### src/rtl/ad9364_pkg.sv
// Shared types and default constants for the AD9364 FDD stream controller.
// State encodings are visible to software through state_o and must not be renumbered.
package ad9364_pkg;

  typedef enum logic [2:0] {
    ST_IDLE    = 3'd0,
    ST_PIN_ON  = 3'd1,
    ST_RUN     = 3'd2,
    ST_DP_OFF  = 3'd3,
    ST_PIN_OFF = 3'd4
  } state_t;

  localparam int unsigned DEF_LEVEL_W         = 11;
  localparam int unsigned DEF_FIFO_DEPTH      = 1024;
  localparam int unsigned DEF_TX_START_THRESH = 256;
  localparam int unsigned DEF_RX_HEADROOM     = 4;
  localparam int unsigned DEF_SETTLE_CYCLES   = 64;
  localparam int unsigned DEF_CNT_W           = 16;

endpackage

### src/rtl/ad9364_stream_ctrl_if.sv
// Controller <-> device-interface signals: ENSM pins, datapath enables, TX feedback.
interface ad9364_stream_ctrl_if;

  logic ensm_enable;
  logic ensm_txnrx;
  logic enable_datapath;
  logic rx_write_allowed;
  logic tx_start_allowed;
  logic tx_read_allowed;
  logic tx_enable_fb;

  modport master (
    output ensm_enable,
    output ensm_txnrx,
    output enable_datapath,
    output rx_write_allowed,
    output tx_start_allowed,
    output tx_read_allowed,
    input  tx_enable_fb
  );

  modport slave (
    input  ensm_enable,
    input  ensm_txnrx,
    input  enable_datapath,
    input  rx_write_allowed,
    input  tx_start_allowed,
    input  tx_read_allowed,
    output tx_enable_fb
  );

endinterface

### src/rtl/sat_event_counter.sv
// Counts qualified falling edges of sig, saturating at all-ones; clr wins over an event.
module sat_event_counter #(
  parameter int unsigned W = 16
) (
  input  logic         l_clk,
  input  logic         rst_n,
  input  logic         clr,
  input  logic         sig,
  input  logic         qual,
  output logic [W-1:0] count
);

  logic         sig_prev_r;
  logic [W-1:0] count_r;
  logic         event_s;
  logic         at_max_s;

  assign event_s  = qual & sig_prev_r & ~sig;
  assign at_max_s = (count_r == {W{1'b1}});
  assign count    = count_r;

  // Edge history and saturating count register
  always_ff @(posedge l_clk) begin
    if (!rst_n) begin
      sig_prev_r <= 1'b0;
      count_r    <= {W{1'b0}};
    end else begin
      sig_prev_r <= sig;
      if (clr) begin
        count_r <= {W{1'b0}};
      end else if (event_s && !at_max_s) begin
        count_r <= count_r + W'(1);
      end else begin
        count_r <= count_r;
      end
    end
  end

endmodule

### src/rtl/ad9364_stream_ctrl.sv
// AD9364 ENSM pin and datapath-enable sequencer for FDD streaming, with
// FIFO watermarks and saturating RX overflow / TX underrun event counters.
module ad9364_stream_ctrl
  import ad9364_pkg::*;
#(
  parameter int unsigned LEVEL_W         = DEF_LEVEL_W,
  parameter int unsigned FIFO_DEPTH      = DEF_FIFO_DEPTH,
  parameter int unsigned TX_START_THRESH = DEF_TX_START_THRESH,
  parameter int unsigned RX_HEADROOM     = DEF_RX_HEADROOM,
  parameter int unsigned SETTLE_CYCLES   = DEF_SETTLE_CYCLES,
  parameter int unsigned CNT_W           = DEF_CNT_W
) (
  input  logic                 l_clk,
  input  logic                 rst_n,
  input  logic                 cmd_stream,
  input  logic                 cmd_tx_en,
  input  logic                 cmd_rx_en,
  input  logic                 clr_counters,
  input  logic [LEVEL_W-1:0]   rx_fifo_level,
  input  logic [LEVEL_W-1:0]   tx_fifo_level,
  ad9364_stream_ctrl_if.master dev,
  output logic                 busy,
  output logic [2:0]           state_o,
  output logic [CNT_W-1:0]     rx_overflow_cnt,
  output logic [CNT_W-1:0]     tx_underrun_cnt
);

  localparam int unsigned        SET_W       = $clog2(SETTLE_CYCLES + 1);
  localparam logic [SET_W-1:0]   SETTLE_LAST = SET_W'(SETTLE_CYCLES - 1);
  localparam logic [LEVEL_W-1:0] RX_LIMIT    = LEVEL_W'(FIFO_DEPTH - RX_HEADROOM);
  localparam logic [LEVEL_W-1:0] TX_THRESH   = LEVEL_W'(TX_START_THRESH);
  // Two words cover the output register plus the read-enable pipeline
  localparam logic [LEVEL_W-1:0] TX_RD_MIN   = LEVEL_W'(2);

  state_t             state_r, state_s;
  logic [SET_W-1:0]   settle_r, settle_s;
  logic               settle_done_s;
  logic               ensm_enable_r, ensm_enable_s;
  logic               ensm_txnrx_r, ensm_txnrx_s;
  logic               dp_r, dp_s;
  logic               rxw_r, rxw_s;
  logic               txs_r, txs_s;
  logic               txr_r, txr_s;
  logic               busy_r;
  logic               rx_level_ok_s;
  logic               rx_ovf_qual_s;
  logic               tx_unr_qual_s;

  assign settle_done_s = (settle_r == SETTLE_LAST);
  assign rx_level_ok_s = (rx_fifo_level < RX_LIMIT);

  // Next-state, settle timer and pin/enable targets
  always_comb begin
    state_s       = state_r;
    settle_s      = settle_r;
    ensm_enable_s = ensm_enable_r;
    ensm_txnrx_s  = ensm_txnrx_r;
    dp_s          = dp_r;
    case (state_r)
      ST_IDLE: begin
        if (cmd_stream) begin
          state_s       = ST_PIN_ON;
          settle_s      = {SET_W{1'b0}};
          ensm_enable_s = 1'b1;
          ensm_txnrx_s  = 1'b1;
        end else begin
          state_s = ST_IDLE;
        end
      end
      ST_PIN_ON: begin
        if (!cmd_stream) begin
          state_s       = ST_PIN_OFF;
          settle_s      = {SET_W{1'b0}};
          ensm_enable_s = 1'b0;
        end else if (settle_done_s) begin
          state_s  = ST_RUN;
          settle_s = {SET_W{1'b0}};
          dp_s     = 1'b1;
        end else begin
          settle_s = settle_r + SET_W'(1);
        end
      end
      ST_RUN: begin
        if (!cmd_stream) begin
          state_s  = ST_DP_OFF;
          settle_s = {SET_W{1'b0}};
          dp_s     = 1'b0;
        end else begin
          state_s = ST_RUN;
        end
      end
      ST_DP_OFF: begin
        if (settle_done_s) begin
          state_s       = ST_PIN_OFF;
          settle_s      = {SET_W{1'b0}};
          ensm_enable_s = 1'b0;
        end else begin
          settle_s = settle_r + SET_W'(1);
        end
      end
      ST_PIN_OFF: begin
        if (settle_done_s) begin
          state_s      = ST_IDLE;
          settle_s     = {SET_W{1'b0}};
          ensm_txnrx_s = 1'b0;
        end else begin
          settle_s = settle_r + SET_W'(1);
        end
      end
      default: begin
        state_s       = ST_IDLE;
        settle_s      = {SET_W{1'b0}};
        ensm_enable_s = 1'b0;
        ensm_txnrx_s  = 1'b0;
        dp_s          = 1'b0;
      end
    endcase
  end

  // Watermarks only open while the next state is RUN
  always_comb begin
    rxw_s = 1'b0;
    txs_s = 1'b0;
    txr_s = 1'b0;
    if (state_s == ST_RUN) begin
      rxw_s = cmd_rx_en & rx_level_ok_s;
      txs_s = cmd_tx_en & (tx_fifo_level >= TX_THRESH);
      txr_s = cmd_tx_en & (tx_fifo_level > TX_RD_MIN);
    end else begin
      rxw_s = 1'b0;
      txs_s = 1'b0;
      txr_s = 1'b0;
    end
  end

  // State, timer and output registers
  always_ff @(posedge l_clk) begin
    if (!rst_n) begin
      state_r       <= ST_IDLE;
      settle_r      <= {SET_W{1'b0}};
      ensm_enable_r <= 1'b0;
      ensm_txnrx_r  <= 1'b0;
      dp_r          <= 1'b0;
      rxw_r         <= 1'b0;
      txs_r         <= 1'b0;
      txr_r         <= 1'b0;
      busy_r        <= 1'b0;
    end else begin
      state_r       <= state_s;
      settle_r      <= settle_s;
      ensm_enable_r <= ensm_enable_s;
      ensm_txnrx_r  <= ensm_txnrx_s;
      dp_r          <= dp_s;
      rxw_r         <= rxw_s;
      txs_r         <= txs_s;
      txr_r         <= txr_s;
      busy_r        <= (state_s != ST_IDLE);
    end
  end

  // A fall of rx_write_allowed counts only when the level, not a stop or rx disable, causes it
  assign rx_ovf_qual_s = (state_r == ST_RUN) & cmd_stream & cmd_rx_en & rxw_r;
  assign tx_unr_qual_s = (state_r == ST_RUN) & cmd_stream & cmd_tx_en;

  sat_event_counter #(.W(CNT_W)) u_rx_ovf (
    .l_clk (l_clk),
    .rst_n (rst_n),
    .clr   (clr_counters),
    .sig   (rx_level_ok_s),
    .qual  (rx_ovf_qual_s),
    .count (rx_overflow_cnt)
  );

  sat_event_counter #(.W(CNT_W)) u_tx_unr (
    .l_clk (l_clk),
    .rst_n (rst_n),
    .clr   (clr_counters),
    .sig   (dev.tx_enable_fb),
    .qual  (tx_unr_qual_s),
    .count (tx_underrun_cnt)
  );

  assign dev.ensm_enable      = ensm_enable_r;
  assign dev.ensm_txnrx       = ensm_txnrx_r;
  assign dev.enable_datapath  = dp_r;
  assign dev.rx_write_allowed = rxw_r;
  assign dev.tx_start_allowed = txs_r;
  assign dev.tx_read_allowed  = txr_r;
  assign busy                 = busy_r;
  assign state_o              = state_r;

endmodule

### src/flat_wrapper.sv
// flat-port wrapper written by rule: the top's interface ports become plain ports
module ad9364_stream_ctrl_flat import ad9364_pkg::*;
#(
  parameter int unsigned LEVEL_W         = DEF_LEVEL_W,
  parameter int unsigned FIFO_DEPTH      = DEF_FIFO_DEPTH,
  parameter int unsigned TX_START_THRESH = DEF_TX_START_THRESH,
  parameter int unsigned RX_HEADROOM     = DEF_RX_HEADROOM,
  parameter int unsigned SETTLE_CYCLES   = DEF_SETTLE_CYCLES,
  parameter int unsigned CNT_W           = DEF_CNT_W
)
  (l_clk, rst_n, cmd_stream, cmd_tx_en, cmd_rx_en, clr_counters, rx_fifo_level, tx_fifo_level, busy, state_o, rx_overflow_cnt, tx_underrun_cnt, dev_ensm_enable, dev_ensm_txnrx, dev_enable_datapath, dev_rx_write_allowed, dev_tx_start_allowed, dev_tx_read_allowed, dev_tx_enable_fb);
  ad9364_stream_ctrl_if dev_i ();
  input  logic l_clk;
  input  logic rst_n;
  input  logic cmd_stream;
  input  logic cmd_tx_en;
  input  logic cmd_rx_en;
  input  logic clr_counters;
  input  logic [LEVEL_W-1:0] rx_fifo_level;
  input  logic [LEVEL_W-1:0] tx_fifo_level;
  output logic busy;
  output logic [2:0] state_o;
  output logic [CNT_W-1:0] rx_overflow_cnt;
  output logic [CNT_W-1:0] tx_underrun_cnt;
  output wire logic [$bits(dev_i.ensm_enable)-1:0] dev_ensm_enable;
  output wire logic [$bits(dev_i.ensm_txnrx)-1:0] dev_ensm_txnrx;
  output wire logic [$bits(dev_i.enable_datapath)-1:0] dev_enable_datapath;
  output wire logic [$bits(dev_i.rx_write_allowed)-1:0] dev_rx_write_allowed;
  output wire logic [$bits(dev_i.tx_start_allowed)-1:0] dev_tx_start_allowed;
  output wire logic [$bits(dev_i.tx_read_allowed)-1:0] dev_tx_read_allowed;
  input wire logic [$bits(dev_i.tx_enable_fb)-1:0] dev_tx_enable_fb;
  assign dev_ensm_enable = dev_i.ensm_enable;
  assign dev_ensm_txnrx = dev_i.ensm_txnrx;
  assign dev_enable_datapath = dev_i.enable_datapath;
  assign dev_rx_write_allowed = dev_i.rx_write_allowed;
  assign dev_tx_start_allowed = dev_i.tx_start_allowed;
  assign dev_tx_read_allowed = dev_i.tx_read_allowed;
  assign dev_i.tx_enable_fb = dev_tx_enable_fb;
  ad9364_stream_ctrl #(.LEVEL_W(LEVEL_W), .FIFO_DEPTH(FIFO_DEPTH), .TX_START_THRESH(TX_START_THRESH), .RX_HEADROOM(RX_HEADROOM), .SETTLE_CYCLES(SETTLE_CYCLES), .CNT_W(CNT_W)) u_core (.l_clk(l_clk), .rst_n(rst_n), .cmd_stream(cmd_stream), .cmd_tx_en(cmd_tx_en), .cmd_rx_en(cmd_rx_en), .clr_counters(clr_counters), .rx_fifo_level(rx_fifo_level), .tx_fifo_level(tx_fifo_level), .dev(dev_i), .busy(busy), .state_o(state_o), .rx_overflow_cnt(rx_overflow_cnt), .tx_underrun_cnt(tx_underrun_cnt));
endmodule
### config.mk
export PLATFORM = sky130hd
export DESIGN_NAME = ad9364_stream_ctrl_flat
export DESIGN_NICKNAME = d
export VERILOG_FILES = /design/src/rtl/ad9364_pkg.sv /design/src/rtl/ad9364_stream_ctrl_if.sv /design/src/rtl/sat_event_counter.sv /design/src/rtl/ad9364_stream_ctrl.sv /design/src/flat_wrapper.sv
export SDC_FILE = /design/constraint.sdc
export NUM_CORES = 1
export LEC_CHECK = 0
export CORE_MARGIN = 2
export CORE_UTILIZATION = 43
export DETAILED_ROUTE_END_ITERATION = 16
export PLACE_DENSITY = 0.79
export SETUP_SLACK_MARGIN = 0.1
export SLEW_MARGIN = 0
export SYNTH_ARGS = -nofsm -noshare
export SYNTH_HDL_FRONTEND = slang
export SYNTH_SLANG_ARGS = --single-unit
### constraint.sdc
create_clock -name l_clk -period 1.8 [get_ports l_clk]
set_input_delay 0.36 -clock l_clk [delete_from_list [all_inputs] [get_ports l_clk]]
set_output_delay 0.36 -clock l_clk [all_outputs]
set_load 0.005 [all_outputs]
==> impl_metrics.json <==
{
  "fin_setup_tns_ns": 0,
  "highest_layer": "met4",
  "synth_area_leaders": "dfxtp_1, nor2_1, xnor2_1",
  "synth_area_sq_um": 2530,
  "crit_fanout": 4,
  "portBuffers": 68,
  "fmax_mhz": 585,
  "holdPathStages": 2,
  "wl_met2_um": 4100,
  "switching_power_mw": 0.490,
  "fin_crit_sh_pct": 94.9,
  "viasPerCell": 5.54,
  "synth_area_per_cell_sq_um": 8.28,
  "synth_top_cell_by_area": "dfxtp_1",
  "clockPowerShare_pct": 34.8,
  "path_clk_slew_ns": 0.09,
  "cp-end-kind": "flip-flop",
  "min-delay-start": "u_core.dev.enable_datapath",
  "reg2reg_to": "u_core.u_rx_ovf.count[3]",
  "ys_ff_latch": 51,
  "antenna_cells": 0,
  "crit_type": "flip-flop to flip-flop",
  "p_per_area_nw_per_um2": 506,
  "synth_flop_cell": "dfxtp_1",
  "cts_num_sinks": 51,
  "pwr-share-seq_pct": 54.5,
  "critPathRequiredTime_ns": 2.00,
  "dr.pass1.iters": 4,
  "cp.arrival_ns": 1.91,
  "drt_iter0_markers": 149,
  "synth_fp_nets": 337,
  "total_power_mw": 2.10,
  "slew_viol_final": 0,
  "ys_seq_area_share_pct": 40.4,
  "synth.distinct_cells": 47,
  "pwr-share-comb_pct": 10.7,
  "worstMarginPinSlew_ns": 0.386,
  "final_nets": 466,
  "wl_met1_um": 3150,
  "drc": 0,
  "p_int_mw": 1.61,
  "grt_pass1_vias": 2583,
  "ant_nets": 0,
  "slew_headroom_pct": 74.2,
  "rsz0062_at_grt": "yes",
  "wl_met3_um": 397,
  "antenna_found_initial": 0,
  "async_flop_share_pct": 0,
  "hold_class": "flip-flop to flip-flop",
  "leakagePower_nw": 1.52,
  "finish.cell_count_without_fillers": 507,
  "peakVddDrop_uv": 535,
  "fin_skew_ns": 0.00886,
  "synthTopCellsByCount": "dfxtp_1, nor2_1, nand2_1",
  "rrSetupSlack_ns": 0.09,
  "min_period_ns": 1.71,
  "rr_startpoint": "u_core.u_rx_ovf.count[1]",
  "htree_levels": 2,
  "yosysWarnings": 0,
  "insertion_delay_ns": 0.31,
  "fp.dieArea_sq_um": 6500,
  "drive_above_1_share_pct": 31.0,
  "dpl_worst_slack_ns": -0.376,
  "core.rowCount": 27,
  "maxCapViolCount": 0,
  "dp_cells": 490,
  "worstSetupStartpointType": "flip-flop",
  "core_area_sq_um": 5570,
  "yosysTopAreaCellShare_pct": 40.4,
  "synth_most_common_cell": "dfxtp_1",
  "setup_viol": 0,
  "io_pins": 71,
  "routed_wl_um": 7800,
  "synth_edf_count": 0,
  "cts_max_path_buffers": 2,
  "grt_pass1_wl_um": 11600,
  "synthCells": 305,
  "cts_hold_buf": 0,
  "worstHoldEndpoint": "u_core.dev.enable_datapath",
  "setup_slack_ns": 0.0912,
  "area_growth_pct": 64.7,
  "reg2reg_depth": 7,
  "die_w_um": 80.6,
  "place_hpwl_um": 5170,
  "initial_utilization_pct": 45.3,
  "place.gp.congestion": 0.895,
  "numCtsBuffers": 5,
  "outcome": "complete, no violations",
  "vias": 2810,
  "switching_share_pct": 23.3,
  "die_h_um": 80.6,
  "wl_per_cell_um": 15.4,
  "grt_max_degree": 22,
  "cts-root-buf": "clkbuf_8",
  "cts_tree": "done",
  "overflow": 0,
  "track_usage_pct": 22.5,
  "hold_viol_final": 0
}
critical path, cell delays in order (launching register included):
cell and delay [ns]:
dfxtp_2 0.35, ha_4 0.16, nand4_1 0.12, nor4_2 0.07, buf_4 0.15, or4_4 0.48, xor2_1 0.20, nor2_1 0.08
power groups by stage:
stage / clock network, mW / registers [mW] / logic [mW]
final: 0.732 / 1.15 / 0.225
after CTS: 0.750 / 1.15 / 0.213
after detailed placement: 0 / 1.18 / 0.209
after global routing: 0.790 / 1.15 / 0.247
after floorplan: 0 / 1.18 / 0.0803
after global placement: 0 / 1.18 / 0.205
metrics by stage:
step | utilization (%) | hold slack (ns) | cell area, sq um
2_1_floorplan | - | 0.451 | 2550
3_3_place_gp | 66.4 | 0.461 | 3700
5_1_grt | 74.6 | 0.494 | 4160
3_5_place_dp | 66.4 | 0.458 | 3700
6_report | 74.6 | 0.477 | 4160
4_1_cts | 69.7 | 0.481 | 3880
worst max path at each step:
| stage | startpoint | to | slack (ns) |
|---|---|---|---|
| 2_1_floorplan | u_core.u_rx_ovf.count[1] | u_core.u_rx_ovf.count[13] | 0.10 |
| 3_3_place_gp | cmd_stream | u_core.u_rx_ovf.count[14] | -0.34 |
| 3_5_place_dp | cmd_stream | u_core.u_rx_ovf.count[14] | -0.38 |
| 4_1_cts | cmd_tx_en | u_core.u_tx_unr.count[13] | 0.07 |
| 5_1_grt | u_core.u_tx_unr.count[7] | u_core.u_tx_unr.count[15] | -0.002 |
| 6_report | u_core.u_rx_ovf.count[1] | u_core.u_rx_ovf.count[3] | 0.09 |
cell usage in the layout (no fill, tap or decap), drive strengths merged, types with 4 or more instances in the layout:
cell type and n:
xor2 8, inv 8, dlygate4sd2 9, nor2 44, xnor2 18, buf 62, nand2b 4, dlymetal6s2s 5
and4 5, clkdlybuf4s50 54, nand2 22, clkbuf 7, nor3 15, nor4 12, o21ai 11, a21oi 13
nand3 16, or3 4, dfxtp 51, nand4 16, and3 5
kinds of logic after synthesis:
group                      share of synthesized area (%)
adders and majority gates                           1.49
xor gates and xnor gates                            9.01
buffers and inverters                               2.38
muxes                                               1.19
AOI/OAI and AO/OA                                   10.6
and+or+nand+nor                                     35.0
DFF                                                 40.4
flip-flops by register name, summed over array words and instances (netlist names):
name                         cells
u_core.dev.enable_datapath       1
u_core.dev.ensm_txnrx            1
u_core.state_o                   3
u_core.dev.ensm_enable           1
u_core.dev.rx_write_allowed      1
u_core.dev.tx_read_allowed       1
u_core.u_tx_unr.sig_prev_r       1
u_core.dev.tx_start_allowed      1
u_core.u_rx_ovf.count           16
u_core.busy                      1
u_core.settle_r                  7
u_core.u_tx_unr.count           16
u_core.u_rx_ovf.sig_prev_r       1
layout make-up:
| type | instances | area [sq um] |
|---|---|---|
| multi-input combinational | 238 | 1690 |
| fill | 402 | 1410 |
| timing repair buffer | 130 | 1190 |
| sequential | 51 | 1050 |
| clock buffer | 7 | 96.3 |
| tap | 72 | 90.1 |
| inverter | 8 | 30.0 |
| clock inverter | 1 | 7.51 |
repair_timing:
action,in CTS,in global routing
pin swaps,12,19
setup endpoints to repair,34,49
resized for setup,27,58
hold endpoints to repair,0,0
buffers inserted,3,6
layer usage:
metal,vias up,global-route usage (%)
met5,-,0
met4,0,7.12
met3,16,3.15
met2,100,39.3
met1,1332,28.5
li1,1362,-
Power figures use the tool's default switching activity.
